## config.mk

```make
export PLATFORM = sky130hd
export DESIGN_NAME = dmem_param
export DESIGN_NICKNAME = d
export VERILOG_FILES = /design/src/rtl/dmem_param.sv
export SDC_FILE = /design/constraint.sdc
export NUM_CORES = 2
export LEC_CHECK = 0
export BUFFER_PORTS_ARGS = -buffer_cell sky130_fd_sc_hd__clkbuf_2
export CORE_ASPECT_RATIO = 1.25
export CORE_MARGIN = 1
export CORE_UTILIZATION = 59
export DETAILED_ROUTE_END_ITERATION = 16
export PLACE_DENSITY = 0.75
export SKIP_LAST_GASP = 1
export SLEW_MARGIN = 5
export SYNTH_ARGS = -nofsm -noshare
export SYNTH_HDL_FRONTEND = slang
export SYNTH_SLANG_ARGS = --single-unit
export TNS_END_PERCENT = 10
```

## constraint.sdc

```tcl
create_clock -name clk -period 9.4 [get_ports clk]
set_clock_uncertainty 0.2 [all_clocks]
set_input_delay 1.88 -clock clk [delete_from_list [all_inputs] [get_ports clk]]
set_output_delay 1.88 -clock clk [all_outputs]
set_load 0.01 [all_outputs]
```

## src/rtl/dmem_param.sv

```systemverilog
// Byte-writable data memory with registered read, write-first same-address
// behaviour and a post-reset clear sequencer. DMEM_BOUNDS_CHECK_EN enables out-of-range detection.
module dmem_param #(
    parameter int DATA_WIDTH = 16,
    parameter int ADDR_WIDTH = 16,
    parameter int DEPTH      = 256
) (
    input  logic                    clk,
    input  logic                    rst_n,
    input  logic                    write_en,
    input  logic                    read_en,
    input  logic [DATA_WIDTH/8-1:0] byte_en,
    input  logic [ADDR_WIDTH-1:0]   access_addr,
    input  logic [DATA_WIDTH-1:0]   write_data,
    output logic [DATA_WIDTH-1:0]   read_data,
    output logic                    read_valid,
    output logic                    busy,
    output logic                    addr_err,
    output logic                    state_dbg
);

    localparam int NB    = DATA_WIDTH / 8;
    localparam int IDX_W = (DEPTH > 1) ? $clog2(DEPTH) : 1;
    localparam logic [IDX_W-1:0] LAST_IDX = IDX_W'(DEPTH - 1);

    typedef enum logic {
        ST_INIT  = 1'b0,
        ST_READY = 1'b1
    } state_t;

    // Handshake: a request is accepted on any posedge where busy is low and
    // read_en/write_en is high; there is no backpressure once READY.
    state_t                 state, state_next;
    logic [IDX_W-1:0]       clr_cnt, clr_cnt_next;
    logic [DATA_WIDTH-1:0]  mem [DEPTH];
    logic [IDX_W-1:0]       idx;
    logic                   in_range;
    logic                   accept;
    logic                   wr_fire;
    logic                   rd_fire;
    logic [DATA_WIDTH-1:0]  merged;

    always_ff @(posedge clk or negedge rst_n) begin
        if (!rst_n) begin
            state   <= ST_INIT;
            clr_cnt <= '0;
        end else begin
            state   <= state_next;
            clr_cnt <= clr_cnt_next;
        end
    end

    always_comb begin
        state_next   = state;
        clr_cnt_next = clr_cnt;
        if (state == ST_INIT) begin
            clr_cnt_next = clr_cnt + 1'b1;
            if (clr_cnt == LAST_IDX) begin
                state_next   = ST_READY;
                clr_cnt_next = '0;
            end
        end
    end

`ifdef DMEM_BOUNDS_CHECK_EN
    localparam logic [ADDR_WIDTH:0] DEPTH_A = (ADDR_WIDTH + 1)'(DEPTH);
    assign in_range = ({1'b0, access_addr} < DEPTH_A);
`else
    // Address wraps modulo DEPTH; upper address bits are deliberately dropped.
    logic unused_addr;
    assign unused_addr = ^{1'b0, access_addr};
    assign in_range    = 1'b1;
`endif

    assign idx     = access_addr[IDX_W-1:0];
    assign accept  = (state == ST_READY);
    assign wr_fire = accept && write_en && in_range;
    assign rd_fire = accept && read_en;

    // Post-write word: feeds both the array update and the write-first read path.
    always_comb begin
        merged = mem[idx];
        for (int i = 0; i < NB; i++) begin
            if (wr_fire && byte_en[i]) begin
                merged[8*i +: 8] = write_data[8*i +: 8];
            end
        end
    end

    always_ff @(posedge clk) begin
        if (state == ST_INIT) begin
            mem[clr_cnt] <= '0;
        end else begin
            for (int i = 0; i < NB; i++) begin
                if (wr_fire && byte_en[i]) begin
                    mem[idx][8*i +: 8] <= write_data[8*i +: 8];
                end
            end
        end
    end

    always_ff @(posedge clk or negedge rst_n) begin
        if (!rst_n) begin
            read_data  <= '0;
            read_valid <= 1'b0;
        end else begin
            read_valid <= rd_fire;
            if (rd_fire) begin
                read_data <= in_range ? merged : '0;
            end
        end
    end

`ifdef DMEM_BOUNDS_CHECK_EN
    always_ff @(posedge clk or negedge rst_n) begin
        if (!rst_n) begin
            addr_err <= 1'b0;
        end else begin
            addr_err <= accept && (read_en || write_en) && !in_range;
        end
    end
`else
    assign addr_err = 1'b0;
`endif

    assign busy      = (state == ST_INIT);
    assign state_dbg = (state == ST_READY);

endmodule
```

==> metrics <==
CTS H-Tree Depth 5; syn_area_per_cell 20.6 µm²; IO Port Bufs 48; Synth top cells by count edfxtp_1 (4,096), mux4_2 (816), nor2_1 (566), mux2i_1 (526), clkbuf_1 (262); routed vias 79,331; Worst-Skew Late Latency 0.96 ns; max cap viols 0; number of remaining DRC errors 0; Num CTS Buffers 370; clk sinks 4,122; area grow syn2layout 9.71%; GRT Total Usage 28.5%; reg-to-reg slack, setup 4.62 ns; CTS Buffer Depth 4; fin nets 7,847; Die Span X 468 µm; Final WS setup 3.49 ns; Slew HR -14.9%; TritonCTS clock tree built; Pwr Density 205 nW/µm²; WL final 387,000 µm; critical path cell sequence clkbuf_2 -> buf_4 -> clkinv_1 -> nor3_1 -> a31oi_1 -> nor2_1 -> nand2_1 -> nor2_1; Hold WS 0.412 ns; die footprint 273,000 µm²; clock power share 42.0%; die span in y 584 µm; cell-internal power 28,700 µW; Psw 7170 µW; Final Cycle Share 62.8%; top-count cell post-synth edfxtp_1; Slew Viols, Final 212; Crit. Startpoint access_addr[6]; Rows 213; Cell variety after synth 62; crit path time final 5.91 ns; crit path kind input port to flop; Netlist Area Pre-Place 160,000 µm²; Hold WC Path Type flop to flop; Max VDD drop 0.000198 V; number of flops mapped to enable cells by yosys 4,096; via/cell ratio 6.81; sequential share of power 55.4%; I/O pin count 58; outcome finished with violations; hold_sp read_data[1]; CP arrival 6.25 ns; routability cong. 0.920; final hold violation count 0; layout cell share with drive strength beyond 1 19.3%; Fmax 169 MHz; Top FF cell, synth edfxtp_1; WP buf/inv 3; leading area contributor after synthesis edfxtp_1; Worst setup SP type input port; Reg-to-Reg End mem[241][2]; top cell type's share of synthesized area 77.0%; Synth area leaders edfxtp_1 (77%), mux4_2 (11%), mux2i_1 (3.3%); Hold Path Sink read_data[1]; via count of the first global-routing pass 79,381; Worst Path Max Fanout 26; Leak Pwr 0.0451 µW; Worst Hold Path Cells 2; Worst Reg-to-Reg Cells 7; Tot Pwr 35,900 µW; Worst Setup Slack post-DPL 2.57 ns; Worst Tran Pin Value 1.72 ns; Slowest-stage cell, CP nor2_1; CORE AREA 269,000 µm²; violated checks slew limit; dpl hpwl 224,000 µm; cell family with most CP delay simple AND/OR/NAND/NOR gates; initial antenna violation count 9; largest net degree at the start of global routing 257; Switching Fraction 20.0%; GRT overflow 0; RSZ-0062 raised after global routing no; First DRT Iteration DRCs 10,770; Reg2Reg Launch Point state_dbg; Setup Viol. Count Final 0; antenna viol nets, final 0; sequential share of the synthesized area 77.4%; Synth Net Count 7,797; Crit path required time 9.74 ns; first-pass GRT wire length 558,000 µm; Hold-fix buffers, CTS 0; final non-filler cell total 11,653; post_cts resized 0; Worst path max stage delay 0.89 ns; dpl cells 10,983; drt first pass iters 6; Seq cells post-synth 4,122; Crit. End Element flop; most used cell, CP nor2_1; clk slew on worst S/H paths 0.07 ns; cells after synthesis 7,758; setup_tns 0 ns; Setup Buffers After CTS 0; root buf cell clkbuf_16; average wire per standard cell 33.2 µm; fraction of registers with async set/reset 0.631%; Initial Utilization 59.3%; Gate power share 2.6%; Warnings, synthesis 0
[per-stage QoR]
stage / util, % / area, µm²
2_1_floorplan: - / 160000
3_3_place_gp: 60.6 / 163000
3_5_place_dp: 60.6 / 163000
4_1_cts: 65.1 / 175000
5_1_grt: 65.1 / 175000
6_report: 65.1 / 175000
[final cells by class]
type	count	area (µm²)
repair buffers	173	1490
fillers	16756	94100
diodes	5	12.5
inverters	7	26.3
well taps	3547	4440
clock buffers	452	9730
multi-input cells	3134	33800
flip-flops and latches	4122	124000
clock inverters	213	2180
[placed cells by master (no fill, tap or decap), drive strengths merged, types with 16 or more instances in the layout]
cell | synthesis | final
edfxtp | 4096 | 4096
mux4 | 816 | 816
nor2 | 566 | 566
mux2i | 526 | 526
clkbuf | 262 | 496
nand2 | 170 | 170
a22oi | 158 | 158
clkinv | 1 | 151
a21oi | 132 | 132
buf | 233 | 129
a221oi | 126 | 126
nand3 | 108 | 108
o22ai | 96 | 96
o21ai | 88 | 88
nand4 | 50 | 50
bufinv | 0 | 43
nor3 | 37 | 37
dfrtp | 26 | 26
nand3b | 23 | 23
nand2b | 20 | 20
and2 | 20 | 20
a211oi | 18 | 18
o211ai | 16 | 16
a22o | 16 | 16
o221ai | 16 | 16
[power by group through the flow]
| stage | clock network (µW) | registers [µW] | logic (µW) |
|---|---|---|---|
| floorplan | 0 | 20300 | 622 |
| global placement | 0 | 20300 | 920 |
| detailed placement | 0 | 20300 | 925 |
| CTS | 15100 | 19900 | 929 |
| global route | 15800 | 19900 | 965 |
| finish | 15100 | 19900 | 937 |
[how the worst max path moves through the flow]
stage / end / cells past startpoint
2_1_floorplan: mem[0][10] / 4
3_3_place_gp: mem[80][3] / 8
3_5_place_dp: mem[124][3] / 8
4_1_cts: mem[70][3] / 8
5_1_grt: mem[68][7] / 8
6_report: mem[115][7] / 8
[cells by family (layout without fill, tap and decap cells)]
group | Yosys count | count (layout) | synth area share, %
fa+ha+maj | 1 | 1 | 0.00783
compound gates | 741 | 741 | 3.26
xor+xnor | 3 | 3 | 0.0164
buf+inv | 502 | 845 | 1.63
flops | 4122 | 4122 | 77.4
simple gates | 1045 | 1045 | 2.91
other cells | 1 | 6 | 0.00235
mux | 1343 | 1343 | 14.8
[sequential cells by signal, summed over array words and instances, names as in the netlist]
register    flops
clr_cnt         8
state_dbg       1
read_valid      1
mem          4096
read_data      16
[worst reg2reg max path, stage by stage, from the launching register on]
cell and delay [ns]:
dfrtp_1 0.32, buf_4 0.27, o211a_2 0.79, and3_1 0.31
a31oi_1 0.06, nor2_1 0.77, nand2_1 0.77, nor2_1 0.92
[per-layer routing]
metal	part of all wire [%]	track usage (%)	routed length, µm
met1	36	37.9	138000
met2	49	45.9	190000
met3	10	5.47	38800
met4	5.2	13.3	19900
met5	0.014	0	53
Power figures use the tool's default switching activity.
